==> src/rtl/imem_loader.sv <==
// imem_loader: byte-stream program loader that fills instruction memory and
// holds the processor in reset until the whole image has been written.
// Latency: 4th byte of a word accepted at edge t -> mem_we high t..t+1;
//          after the last word, done/cpu_rst_n rise at edge t+2.
// Backpressure: in_ready drops in IDLE, WRITE, DONE and ERR; bytes are never
//               consumed without in_valid&&in_ready, and stalls may last forever.
//
// Ports:
//   CLK        rising-edge clock
//   RST        asynchronous active-low reset
//   start      single-cycle pulse; starts a load from IDLE, DONE or ERR
//   in_data    stream byte: 16-bit big-endian word count, then big-endian words
//   in_valid   in_data valid
//   in_ready   byte accepted this cycle when in_valid is also high
//   mem_we     one-cycle write strobe per assembled word
//   mem_addr   word address of the write (starts at 0, increments by 1)
//   mem_wdata  assembled 32-bit instruction word
//   cpu_rst_n  processor reset, released only after a complete load
//   done       high while the loader sits in DONE
//   error      high while the loader sits in ERR (word count too large)

module imem_loader #(
   parameter int ADDR_WIDTH = 8,
   parameter int DATA_WIDTH = 32
) (
   input  logic                  CLK,
   input  logic                  RST,
   input  logic                  start,
   input  logic [7:0]            in_data,
   input  logic                  in_valid,
   output logic                  in_ready,
   output logic                  mem_we,
   output logic [ADDR_WIDTH-1:0] mem_addr,
   output logic [DATA_WIDTH-1:0] mem_wdata,
   output logic                  cpu_rst_n,
   output logic                  done,
   output logic                  error
);

   typedef enum logic [2:0] {
      S_IDLE,
      S_LEN_HI,
      S_LEN_LO,
      S_DATA,
      S_WRITE,
      S_DONE,
      S_ERR
   } state_t;

   // Memory depth, held in 17 bits so that a 16-bit count can be compared
   // against it even when the memory is 2**16 words deep.
   localparam logic [16:0] DEPTH = 17'd1 << ADDR_WIDTH;

   state_t                state;
   logic [15:0]           count;
   logic [1:0]            byte_idx;
   // Only the first three bytes of a word need storing; the fourth goes
   // straight from in_data into mem_wdata.
   logic [DATA_WIDTH-9:0] shreg;

   logic                  xfer;
   logic [15:0]           len_full;
   logic                  last_word;

   // in_ready is a pure decode of the current state.
   always_comb begin
      in_ready = 1'b0;
      case (state)
         S_LEN_HI, S_LEN_LO, S_DATA: in_ready = 1'b1;
         default:                    in_ready = 1'b0;
      endcase
   end

   assign xfer     = in_valid && in_ready;
   // Full count as it will be once the low byte lands, so the LEN_LO
   // decision can be made in the same cycle the byte is accepted.
   assign len_full = {count[15:8], in_data};
   // mem_addr holds the address being written; it is the last word when
   // address+1 equals the requested count.
   assign last_word = ((17'(mem_addr) + 17'd1) == {1'b0, count});

   always_ff @(posedge CLK or negedge RST) begin
      if (!RST) begin
         state     <= S_IDLE;
         count     <= '0;
         byte_idx  <= '0;
         shreg     <= '0;
         mem_we    <= 1'b0;
         mem_addr  <= '0;
         mem_wdata <= '0;
         cpu_rst_n <= 1'b0;
         done      <= 1'b0;
         error     <= 1'b0;
      end else begin
         // Status outputs are re-derived every cycle; they are only held
         // high by the DONE/ERR branches below.
         mem_we    <= 1'b0;
         cpu_rst_n <= 1'b0;
         done      <= 1'b0;
         error     <= 1'b0;

         case (state)
            S_IDLE: begin
               if (start) begin
                  state    <= S_LEN_HI;
                  mem_addr <= '0;
               end
            end

            S_LEN_HI: begin
               if (xfer) begin
                  count[15:8] <= in_data;
                  state       <= S_LEN_LO;
               end
            end

            S_LEN_LO: begin
               if (xfer) begin
                  count[7:0] <= in_data;
                  if (len_full == 16'd0) begin
                     state <= S_DONE;
                  end else if ({1'b0, len_full} > DEPTH) begin
                     state <= S_ERR;
                  end else begin
                     state    <= S_DATA;
                     byte_idx <= 2'd0;
                  end
               end
            end

            S_DATA: begin
               if (xfer) begin
                  shreg <= {shreg[DATA_WIDTH-17:0], in_data};
                  if (byte_idx == 2'd3) begin
                     // Fourth byte: the word is complete, present it to the
                     // memory during the WRITE cycle.
                     mem_we    <= 1'b1;
                     mem_wdata <= {shreg, in_data};
                     state     <= S_WRITE;
                  end else begin
                     byte_idx <= byte_idx + 2'd1;
                  end
               end
            end

            S_WRITE: begin
               if (last_word) begin
                  // Address is left on the final word, so a full-depth
                  // image ends at the all-ones address without wrapping.
                  state <= S_DONE;
               end else begin
                  mem_addr <= mem_addr + 1'b1;
                  byte_idx <= 2'd0;
                  state    <= S_DATA;
               end
            end

            S_DONE: begin
               if (start) begin
                  // Re-assert processor reset immediately on reload.
                  state    <= S_LEN_HI;
                  mem_addr <= '0;
               end else begin
                  done      <= 1'b1;
                  cpu_rst_n <= 1'b1;
               end
            end

            S_ERR: begin
               if (start) begin
                  state    <= S_LEN_HI;
                  mem_addr <= '0;
               end else begin
                  error <= 1'b1;
               end
            end

            default: state <= S_IDLE;
         endcase
      end
   end

endmodule

==> config.mk <==
export PLATFORM = sky130hd
export DESIGN_NAME = imem_loader
export DESIGN_NICKNAME = d
export VERILOG_FILES = /design/src/rtl/imem_loader.sv
export SDC_FILE = /design/constraint.sdc
export NUM_CORES = 1
export LEC_CHECK = 0
export BUFFER_PORTS_ARGS = -buffer_cell sky130_fd_sc_hd__buf_2
export CAP_MARGIN = 20
export CORE_UTILIZATION = 35
export DETAILED_ROUTE_END_ITERATION = 6
export HOLD_SLACK_MARGIN = 0.12
export PLACE_DENSITY = 0.57
export SETUP_SLACK_MARGIN = 0.05
export SLEW_MARGIN = 20
export SYNTH_ARGS = -nofsm -noshare
export SYNTH_HDL_FRONTEND = slang
export SYNTH_SLANG_ARGS = --single-unit
==> constraint.sdc <==
create_clock -name CLK -period 2 [get_ports CLK]
set_input_delay 0.4 -clock CLK [delete_from_list [all_inputs] [get_ports CLK]]
set_output_delay 0.4 -clock CLK [all_outputs]
set_load 0.005 [all_outputs]
==> impl_metrics.py, run 1 <==
metrics = {
    "run_status": {
        "violations": "setup timing",
        "status": "finished, violations left",
    },
    "final_layout": {
        "utilization_pct": 46.7,
        "drive_above_1_share_pct": 41.6,
        "final_nets": 468,
        "area_delta_synth_final_pct": 28.3,
        "antenna_cells": 0,
        "stdcell_area_um2": 5100,
    },
    "global_route": {
        "grt_usage_pct": 16.4,
        "grt_pass1_vias": 2918,
        "grt_overflow": 0,
        "grt_max_degree": 39,
        "grt_pass1_wl_um": 14600,
        "antenna_found_initial": 0,
    },
    "synth": {
        "avgSynthCellArea_um2": 11.0,
        "netlist_area_um2": 3980,
        "synth-async-reset-ratio_pct": 100,
        "synth_top_family_by_area": "simple AND/OR/NAND/NOR gates",
        "ys_seq_area_share_pct": 55.3,
        "ys_types": 51,
        "ys_warn_count": 0,
        "synth_edf_count": 0,
        "synth_xor_area_share_pct": 2.42,
        "synth_fp_nets": 375,
        "ys.flop_type": "dfrtp_1",
        "synth.area.mux_share_pct": 13.8,
        "synth_simple_gate_area_share_pct": 16.4,
        "ys_seq_elements": 88,
        "syn_inst": 361,
        "synth_compound_area_share_pct": 8.77,
        "synthAdderAreaFrac_pct": 0.629,
    },
    "run": {
        "cap_violations": 0,
    },
    "die": {
        "core_region_area_um2": 10900,
        "core.rowCount": 38,
        "io_pins": 57,
        "dieHeight_um": 109,
        "initial_utilization_pct": 36.4,
        "dieWidth_um": 109,
        "die-area_um2": 11800,
    },
    "setup_path": {
        "ff2ff_path_depth": 7,
        "required_ps": 2220,
        "r2r-end": "mem_addr[5]",
        "r2r_setup_slack_ps": -140,
        "cp.arrival_ps": 2360,
        "end_kind": "flip-flop",
        "crit_type": "flip-flop to flip-flop",
        "cp-start-kind": "flip-flop",
        "r2r_start": "count[12]",
        "crit_fanout": 5,
    },
    "power": {
        "irDropWorstVdd_mv": 0.472,
        "leakage_nw": 2.51,
        "power_density_nw_per_um2": 1380,
        "p_total_mw": 7.02,
    },
    "sta": {
        "holdWs_ps": 396,
        "setup_viol": 11,
        "clock.fmax_mhz": 467,
        "finalCriticalPeriod_ps": 2140,
        "worstMarginPinSlew_ps": 552,
        "timing.final.crit_share_pct": 107,
        "relSlewSlack_pct": 62.9,
        "setup_ws_ps": -143,
        "hold_viol_final": 0,
        "grt_setup_unrepaired": "true",
        "slew_viol_final": 0,
        "fin_skew_ps": 5.86,
    },
    "placed_design": {
        "dpl.hpwl_um": 6180,
        "dpl_worst_slack_ps": -173,
        "gp_congestion": 0.829,
        "dpl_cell_area_um2": 4670,
        "port_buffers": 56,
    },
    "detailed_routing": {
        "avgRoutedWirePerCell_um": 14.7,
        "totalWireLength_um": 8830,
        "drtPass1Iterations": 4,
        "vias": 2996,
        "drtIter0Drc": 123,
        "drtAntennaViolNets": 0,
        "avgViaCountPerCell": 5.00,
        "post-route-drc-count": 0,
    },
    "clock_tree": {
        "h-tree-depth": 3,
        "clk_transition_reported_paths_ps": 70,
        "clock_latency_ps": 350,
        "clock-sinks": 88,
        "root_buffer": "clkbuf_16",
        "cts_buffers": 9,
        "clock_path_buffers": 2,
        "cts_tree": "yes",
    },
    "worst_hold_path": {
        "min_path_cells": 2,
        "hp-start": "in_data[3]",
        "hold-path-endpoint": "count[11]",
        "hold_class": "input port to flip-flop",
    },
}
[cell families after synthesis]
| kind of cell | after synthesis |
|---|---|
| fa+ha+maj | 2 |
| mux | 49 |
| buf+inv | 22 |
| flops | 88 |
| xor+xnor | 11 |
| compound gates | 49 |
| simple gates | 140 |
[per-layer routing]
layer | up-vias | routed length, µm | part of all wire [%] | track usage, %
met5 | - | 0 | 0 | 0
met2 | 54 | 3880 | 44 | 23.9
met4 | 0 | 126 | 1.4 | 4.63
met1 | 1473 | 4530 | 51 | 23.6
li1 | 1458 | - | - | -
met3 | 11 | 296 | 3.4 | 4.66
[flip-flops by register name, summed over array words and instances, names as in the netlist]
signal,cells
state,3
done,1
count,16
byte_idx,2
error,1
mem_we,1
mem_addr,8
mem_wdata,32
shreg,24
[final cells by class]
cell class	instances	area [µm²]
inverter	5	21.3
tap	140	175
multi-input combinational	251	1800
timing repair buffer	99	624
clock inverter	5	37.5
fill	1036	5830
clock buffer	11	243
sequential	88	2200
[power breakdown]
| part | internal (mW) | leakage [nW] | switching, mW |
|---|---|---|---|
| Combinational | 1.32 | 1.25 | 1.08 |
| Sequential | 2.50 | 1.12 | 0.517 |
| Clock | 0.883 | 0.133 | 0.724 |
[how the worst max path moves through the flow]
stage | from | end | depth (start not counted) | slack (ps)
CTS | mem_addr[1] | mem_addr[6] | 7 | -140
global placement | count[12] | mem_addr[1] | 7 | -140
global route | count[12] | mem_addr[5] | 7 | -200
detailed placement | count[12] | mem_addr[1] | 7 | -170
finish | count[12] | mem_addr[5] | 7 | -140
floorplan | count[12] | mem_addr[1] | 7 | -60
[cells in the mapped netlist, types with 2 or more instances]
cell type,count,area (µm²)
mux2_2,48,541
nand3_1,8,40.0
nor3b_1,3,22.5
a21oi_1,9,45.0
ha_1,2,25.0
dfrtp_1,88,2200
or3_1,4,25.0
nor2_1,14,52.6
clkbuf_1,11,41.3
buf_6,2,22.5
xnor2_1,3,26.3
o21ai_0,7,35.0
nor2b_1,3,18.8
nand2b_1,5,31.3
and3_1,2,12.5
nor4_1,2,12.5
nand2_1,83,312
inv_1,4,15.0
nand3b_1,2,15.0
xor2_1,8,70.1
a31oi_1,7,43.8
o22a_1,3,26.3
nand4_1,5,31.3
o21a_1,5,37.5
buf_2,2,10.0
o211ai_1,3,22.5
a211oi_1,4,30.0
[what timing repair did]
item / CTS / global route
gates cloned: 1 / 0
setup endpoints to repair: 12 / 13
endpoints found under the hold margin: 36 / 0
gates resized for setup: 6 / 23
buffers inserted: 3 / 2
hold buffers: 1 / 0
pin swaps: 10 / 13
[stage by stage]
stage | TNS [ps] | instances
finish | -1020 | 599
global route | -1560 | 599
CTS | -1090 | 599
detailed placement | -1520 | 578
global placement | -997 | 578
floorplan | -252 | 361
[worst max-delay path: stages, from the launching register on]
cell and delay, ps:
dfrtp_1 380, or4_4 540, nor4_4 190, nand4_1 190, a2111oi_4 290, buf_4 190, nand2b_4 160, o211ai_1 80
[cells in the final DEF (no fill, tap or decap), types with 4 or more instances in the layout]
cell type and n:
a21oi_1 6, nand4_1 5, dfrtp_1 86, nand2b_1 4
nor2_1 14, buf_2 55, nand2_1 83, clkbuf_16 9
o21a_1 5, a31oi_1 6, xor2_1 8, o21ai_1 4
buf_4 41, mux2_2 48, inv_1 4, nand3_1 6
Note: power is estimated with default switching activity, not from simulation.
==> run 2, diff against run 1 <==
--- a/config.mk
+++ b/config.mk
@@ -12,6 +12,7 @@
 export HOLD_SLACK_MARGIN = 0.12
 export PLACE_DENSITY = 0.57
 export SETUP_SLACK_MARGIN = 0.05
+export SKIP_LAST_GASP = 1
 export SLEW_MARGIN = 20
 export SYNTH_ARGS = -nofsm -noshare
 export SYNTH_HDL_FRONTEND = slang
==> impl_metrics.py, run 2 (synthesis gave the netlist of run 1 again) <==
metrics = {
    "run_status": {
        "status": "finished, violations left",
        "violations": "setup timing",
    },
    "final_layout": {
        "top_register": "mem_wdata",
        "fillers": 1039,
        "layout_commonest_cell": "dfrtp_1",
        "area_delta_synth_final_pct": 28.0,
        "layout.area.seq_um2": 2200,
        "utilization_pct": 46.6,
        "drive_above_1_share_pct": 41.2,
        "antenna_cells": 0,
        "final_cell_mix": "dfrtp_1 (86), nand2_1 (83), buf_2 (55)",
        "multi_input_area_um2": 1790,
        "reg_top3": "mem_wdata (32), shreg (24), count (16)",
        "final_nets": 468,
        "largest_reg_flops": 32,
    },
    "sta": {
        "worstMarginPinSlew_ps": 552,
        "clock.fmax_mhz": 467,
        "timing.final.crit_share_pct": 107,
        "finalCriticalPeriod_ps": 2140,
        "holdWs_ps": 397,
        "grt_setup_unrepaired": "true",
        "hold_viol_final": 0,
        "setup_viol": 11,
        "setup_ws_ps": -143,
        "fin_skew_ps": 5.79,
        "slew_viol_final": 0,
        "relSlewSlack_pct": 62.9,
    },
    "die": {
        "initial_utilization_pct": 36.4,
        "dieHeight_um": 109,
        "io_pins": 57,
        "dieWidth_um": 109,
        "core_region_area_um2": 10900,
        "core.rowCount": 38,
        "die-area_um2": 11800,
    },
    "clock_tree": {
        "root_buffer": "clkbuf_16",
        "clock_latency_ps": 340,
        "clock_path_buffers": 2,
        "clk_transition_reported_paths_ps": 70,
        "h-tree-depth": 3,
        "cts_buffers": 9,
        "clock-sinks": 88,
        "cts_tree": "yes",
    },
    "setup_path": {
        "cp-start-kind": "flip-flop",
        "r2r_start": "count[12]",
        "worstSetupStartpoint": "count[12]",
        "crit_end": "mem_addr[5]",
        "r2r-end": "mem_addr[5]",
        "r2r_setup_slack_ps": -140,
        "crit_fanout": 5,
        "cp.arrival_ps": 2360,
        "ff2ff_path_depth": 7,
        "end_kind": "flip-flop",
        "crit_type": "flip-flop to flip-flop",
        "required_ps": 2220,
    },
    "global_route": {
        "antenna_found_initial": 0,
        "grt_usage_pct": 16.4,
        "grt_max_degree": 39,
        "gr-usage-met3_pct": 4.66,
        "grt_overflow": 0,
        "grt_pass1_wl_um": 14600,
        "use_met2_pct": 23.9,
        "grt-busiest-layer": "met2",
        "grtUsageMet1_pct": 23.6,
        "grt_pass1_vias": 2918,
    },
    "detailed_routing": {
        "totalWireLength_um": 8800,
        "avgViaCountPerCell": 4.99,
        "avgRoutedWirePerCell_um": 14.7,
        "post-route-drc-count": 0,
        "drtIter0Drc": 139,
        "drtPass1Iterations": 5,
        "vias": 2987,
        "drtAntennaViolNets": 0,
    },
    "power": {
        "p_total_mw": 7.00,
        "irDropWorstVdd_mv": 0.470,
        "power_density_nw_per_um2": 1380,
        "leakage_nw": 2.51,
    },
    "placed_design": {
        "dpl.hpwl_um": 6180,
        "gp_congestion": 0.829,
        "port_buffers": 56,
    },
    "worst_hold_path": {
        "hold_class": "input port to flip-flop",
    },
    "run": {
        "cap_violations": 0,
    },
}
-- run 2: how the worst min path moves through the flow --
stage | slack [ps] | cells after the start | endpoint | start
after floorplan | 100 | 0 | byte_idx[0] | RST
after global placement | 410 | 1 | mem_wdata[6] | RST
after detailed placement | 410 | 1 | mem_wdata[6] | RST
after CTS | 390 | 2 | count[11] | in_data[3]
after global routing | 390 | 2 | shreg[6] | in_data[6]
final | 400 | 2 | count[11] | in_data[3]
-- run 2: stage by stage --
stage	instance area (µm²)	std cells	TNS (ps)	setup WS [ps]
after floorplan	4010	361	-252	-62.1
after global placement	4670	578	-997	-137
after detailed placement	4670	578	-1520	-173
after CTS	5020	599	-1090	-142
after global routing	5090	599	-1600	-198
final	5090	599	-1030	-143
-- run 2: repair_timing --
item | in CTS | in global routing
hold buffers | 1 | 0
endpoints found under the hold margin | 36 | 0
setup buffers | 3 | 2
setup endpoints to repair | 12 | 13
gates cloned | 1 | 0
gates resized for setup | 6 | 21
pin swaps | 10 | 13
-- run 2: where the power goes --
| part | internal, mW | switching [mW] |
|---|---|---|
| clock network | 0.883 | 0.721 |
| logic | 1.32 | 1.07 |
| registers | 2.50 | 0.519 |
| total | 4.70 | 2.31 |
-- run 2: metal layers --
layer / vias up / routed length [µm]
met5: - / 0
met3: 7 / 331
met2: 62 / 3930
li1: 1452 / -
met4: 0 / 100
met1: 1466 / 4440
-- run 2: worst max-delay path, cell delays in order, from the launching register on --
cell and delay, ps:
dfrtp_1 380, or4_4 540, nor4_4 190, nand4_1 190, a2111oi_4 280, buf_4 190
nand2b_4 160, o211ai_1 80
-- run 2: area by class of cell --
type,count,share of cell area (%)
multi-input combinational,251,35.1
clock buffer,11,4.77
clock inverter,5,0.737
sequential,88,43.3
inverter,5,0.418
tap,140,3.44
timing repair buffer,99,12.3
==> run 3, diff against run 2 <==
--- a/config.mk
+++ b/config.mk
@@ -7,10 +7,10 @@
 export LEC_CHECK = 0
 export BUFFER_PORTS_ARGS = -buffer_cell sky130_fd_sc_hd__buf_2
 export CAP_MARGIN = 20
-export CORE_UTILIZATION = 35
+export CORE_UTILIZATION = 30
 export DETAILED_ROUTE_END_ITERATION = 6
 export HOLD_SLACK_MARGIN = 0.12
-export PLACE_DENSITY = 0.57
+export PLACE_DENSITY = 0.51
 export SETUP_SLACK_MARGIN = 0.05
 export SKIP_LAST_GASP = 1
 export SLEW_MARGIN = 20
==> impl_metrics.py, run 3 (synthesis gave the netlist of run 1 again) <==
metrics = {
    "final_layout": {
        "multi_input_area_um2": 1740,
        "top_register": "mem_wdata",
        "layout.area.seq_um2": 2200,
        "stdcell_count": 639,
        "final_cell_mix": "dfrtp_1 (86), nand2_1 (83), buf_2 (55)",
        "fillers": 1271,
        "drive_above_1_share_pct": 40.5,
        "utilization_pct": 40.4,
        "area_delta_synth_final_pct": 29.8,
        "final_nets": 477,
        "reg_top3": "mem_wdata (32), shreg (24), count (16)",
        "antenna_cells": 0,
        "largest_reg_flops": 32,
        "layout_commonest_cell": "dfrtp_1",
    },
    "detailed_routing": {
        "vias": 3030,
        "post-route-drc-count": 0,
        "drtPass1Iterations": 4,
        "avgViaCountPerCell": 4.74,
        "avgRoutedWirePerCell_um": 14.4,
        "totalWireLength_um": 9230,
        "drtAntennaViolNets": 0,
        "drtIter0Drc": 138,
    },
    "power": {
        "power.internal_mw": 4.70,
        "clkPwrFrac_pct": 23.0,
        "comb_power_share_pct": 33.9,
        "p_total_mw": 6.94,
        "power_density_nw_per_um2": 1340,
        "swShare_pct": 32.2,
        "irDropWorstVdd_mv": 0.379,
        "p_seq_share_pct": 43.1,
        "leakage_nw": 2.54,
        "p_switching_mw": 2.24,
    },
    "sta": {
        "slew_viol_final": 0,
        "fin_skew_ps": 4.78,
        "hold_viol_final": 0,
        "finalCriticalPeriod_ps": 2130,
        "fin_tns_setup_ps": -974,
        "worstMarginPinSlew_ps": 518,
        "relSlewSlack_pct": 65.5,
        "grt_setup_unrepaired": "true",
        "setup_ws_ps": -126,
        "timing.final.crit_share_pct": 106,
        "setup_viol": 12,
        "clock.fmax_mhz": 470,
    },
    "global_route": {
        "grt_overflow": 0,
        "grt_pass1_wl_um": 15100,
        "grt_pass1_vias": 2909,
        "grt_max_degree": 46,
        "antenna_found_initial": 0,
        "grt_usage_pct": 14.5,
    },
    "worst_hold_path": {
        "hold_class": "input port to flip-flop",
    },
    "placed_design": {
        "dp.cells": 616,
        "port_buffers": 56,
        "dpl.hpwl_um": 6620,
        "gp_congestion": 0.819,
    },
    "run_status": {
        "status": "finished, violations left",
        "violations": "setup timing",
    },
    "setup_path": {
        "crit_type": "flip-flop to flip-flop",
        "end_kind": "flip-flop",
        "crit_fanout": 8,
        "cp.arrival_ps": 2340,
        "cp-start-kind": "flip-flop",
        "required_ps": 2220,
    },
    "clock_tree": {
        "clock_path_buffers": 2,
        "cts_buffers": 9,
        "clk_transition_reported_paths_ps": 70,
        "cts_tree": "yes",
        "clock_latency_ps": 330,
        "clock-sinks": 88,
        "h-tree-depth": 3,
        "root_buffer": "clkbuf_16",
    },
    "run": {
        "cap_violations": 0,
    },
    "die": {
        "die-area_um2": 13700,
        "core_region_area_um2": 12800,
        "dieHeight_um": 117,
        "core.rowCount": 41,
        "dieWidth_um": 117,
        "io_pins": 57,
        "initial_utilization_pct": 31.1,
    },
}
-- run 3: changes by cell type in the layout (fill, tap and decap cells not counted), sizes merged --
cell / delta
buf: +9
clkinvlp: -2
clkbuf: +1
clkinv: +1
inv: -1
-- run 3: cell type report --
class | instances | share of cell area, %
well taps | 172 | 4.17
repair buffers | 108 | 13.6
clock inverters | 3 | 0.509
multi-input cells | 251 | 33.7
inverters | 5 | 0.363
flip-flops and latches | 88 | 42.7
clock buffers | 12 | 4.96
-- run 3: power by group through the flow --
| stage | sequential [mW] | clock, mW | combinational [mW] |
|---|---|---|---|
| after global routing | 3.10 | 1.70 | 2.63 |
| after detailed placement | 3.03 | 0 | 2.29 |
| after floorplan | 2.92 | 0 | 1.52 |
| final | 2.99 | 1.60 | 2.35 |
| after global placement | 3.00 | 0 | 2.25 |
| after CTS | 3.00 | 1.64 | 2.32 |
-- run 3: per-stage QoR --
| stage | setup WS [ps] | hold WS (ps) | area, µm² |
|---|---|---|---|
| after floorplan | -62.1 | 104 | 4010 |
| after global placement | -152 | 418 | 4770 |
| after detailed placement | -224 | 412 | 4770 |
| after CTS | -142 | 426 | 5090 |
| after global routing | -249 | 446 | 5170 |
| final | -126 | 436 | 5170 |
-- run 3: repair_timing --
action / in CTS / in global routing
endpoints found under the hold margin: 36 / 0
endpoints found under the setup margin: 12 / 12
buffers inserted: 2 / 5
hold buffers: 1 / 0
pin swaps: 2 / 7
resized for setup: 3 / 8
-- run 3: layer usage --
layer | vias to the layer above | GRT usage, % | wire length, µm
met1 | 1516 | 20.2 | 4510
met4 | 0 | 5.40 | 121
met2 | 37 | 22.5 | 4370
li1 | 1468 | - | -
met3 | 9 | 2.73 | 235
met5 | - | 0 | 0
-- run 3: path summary, 6_finish.rpt --
check	slack (ps)	end	from	cells after the start
max	-130	mem_addr[0]	mem_addr[2]	8
min reg2reg	460	mem_wdata[24]	shreg[16]	2
min	440	mem_wdata[2]	in_data[2]	2
min in group asynchronous	580	mem_wdata[6]	RST	2
max in group asynchronous	800	mem_wdata[24]	RST	3
max reg2reg	-130	mem_addr[0]	mem_addr[2]	8
-- run 3: critical path, cell delays in order, from the launching register on --
cell and delay, ps:
dfrtp_1 410, buf_4 170, xnor2_1 140, nor2_1 60, o32a_1 390, a2111oi_4 440, buf_4 230, or3_1 110
nand3_1 60
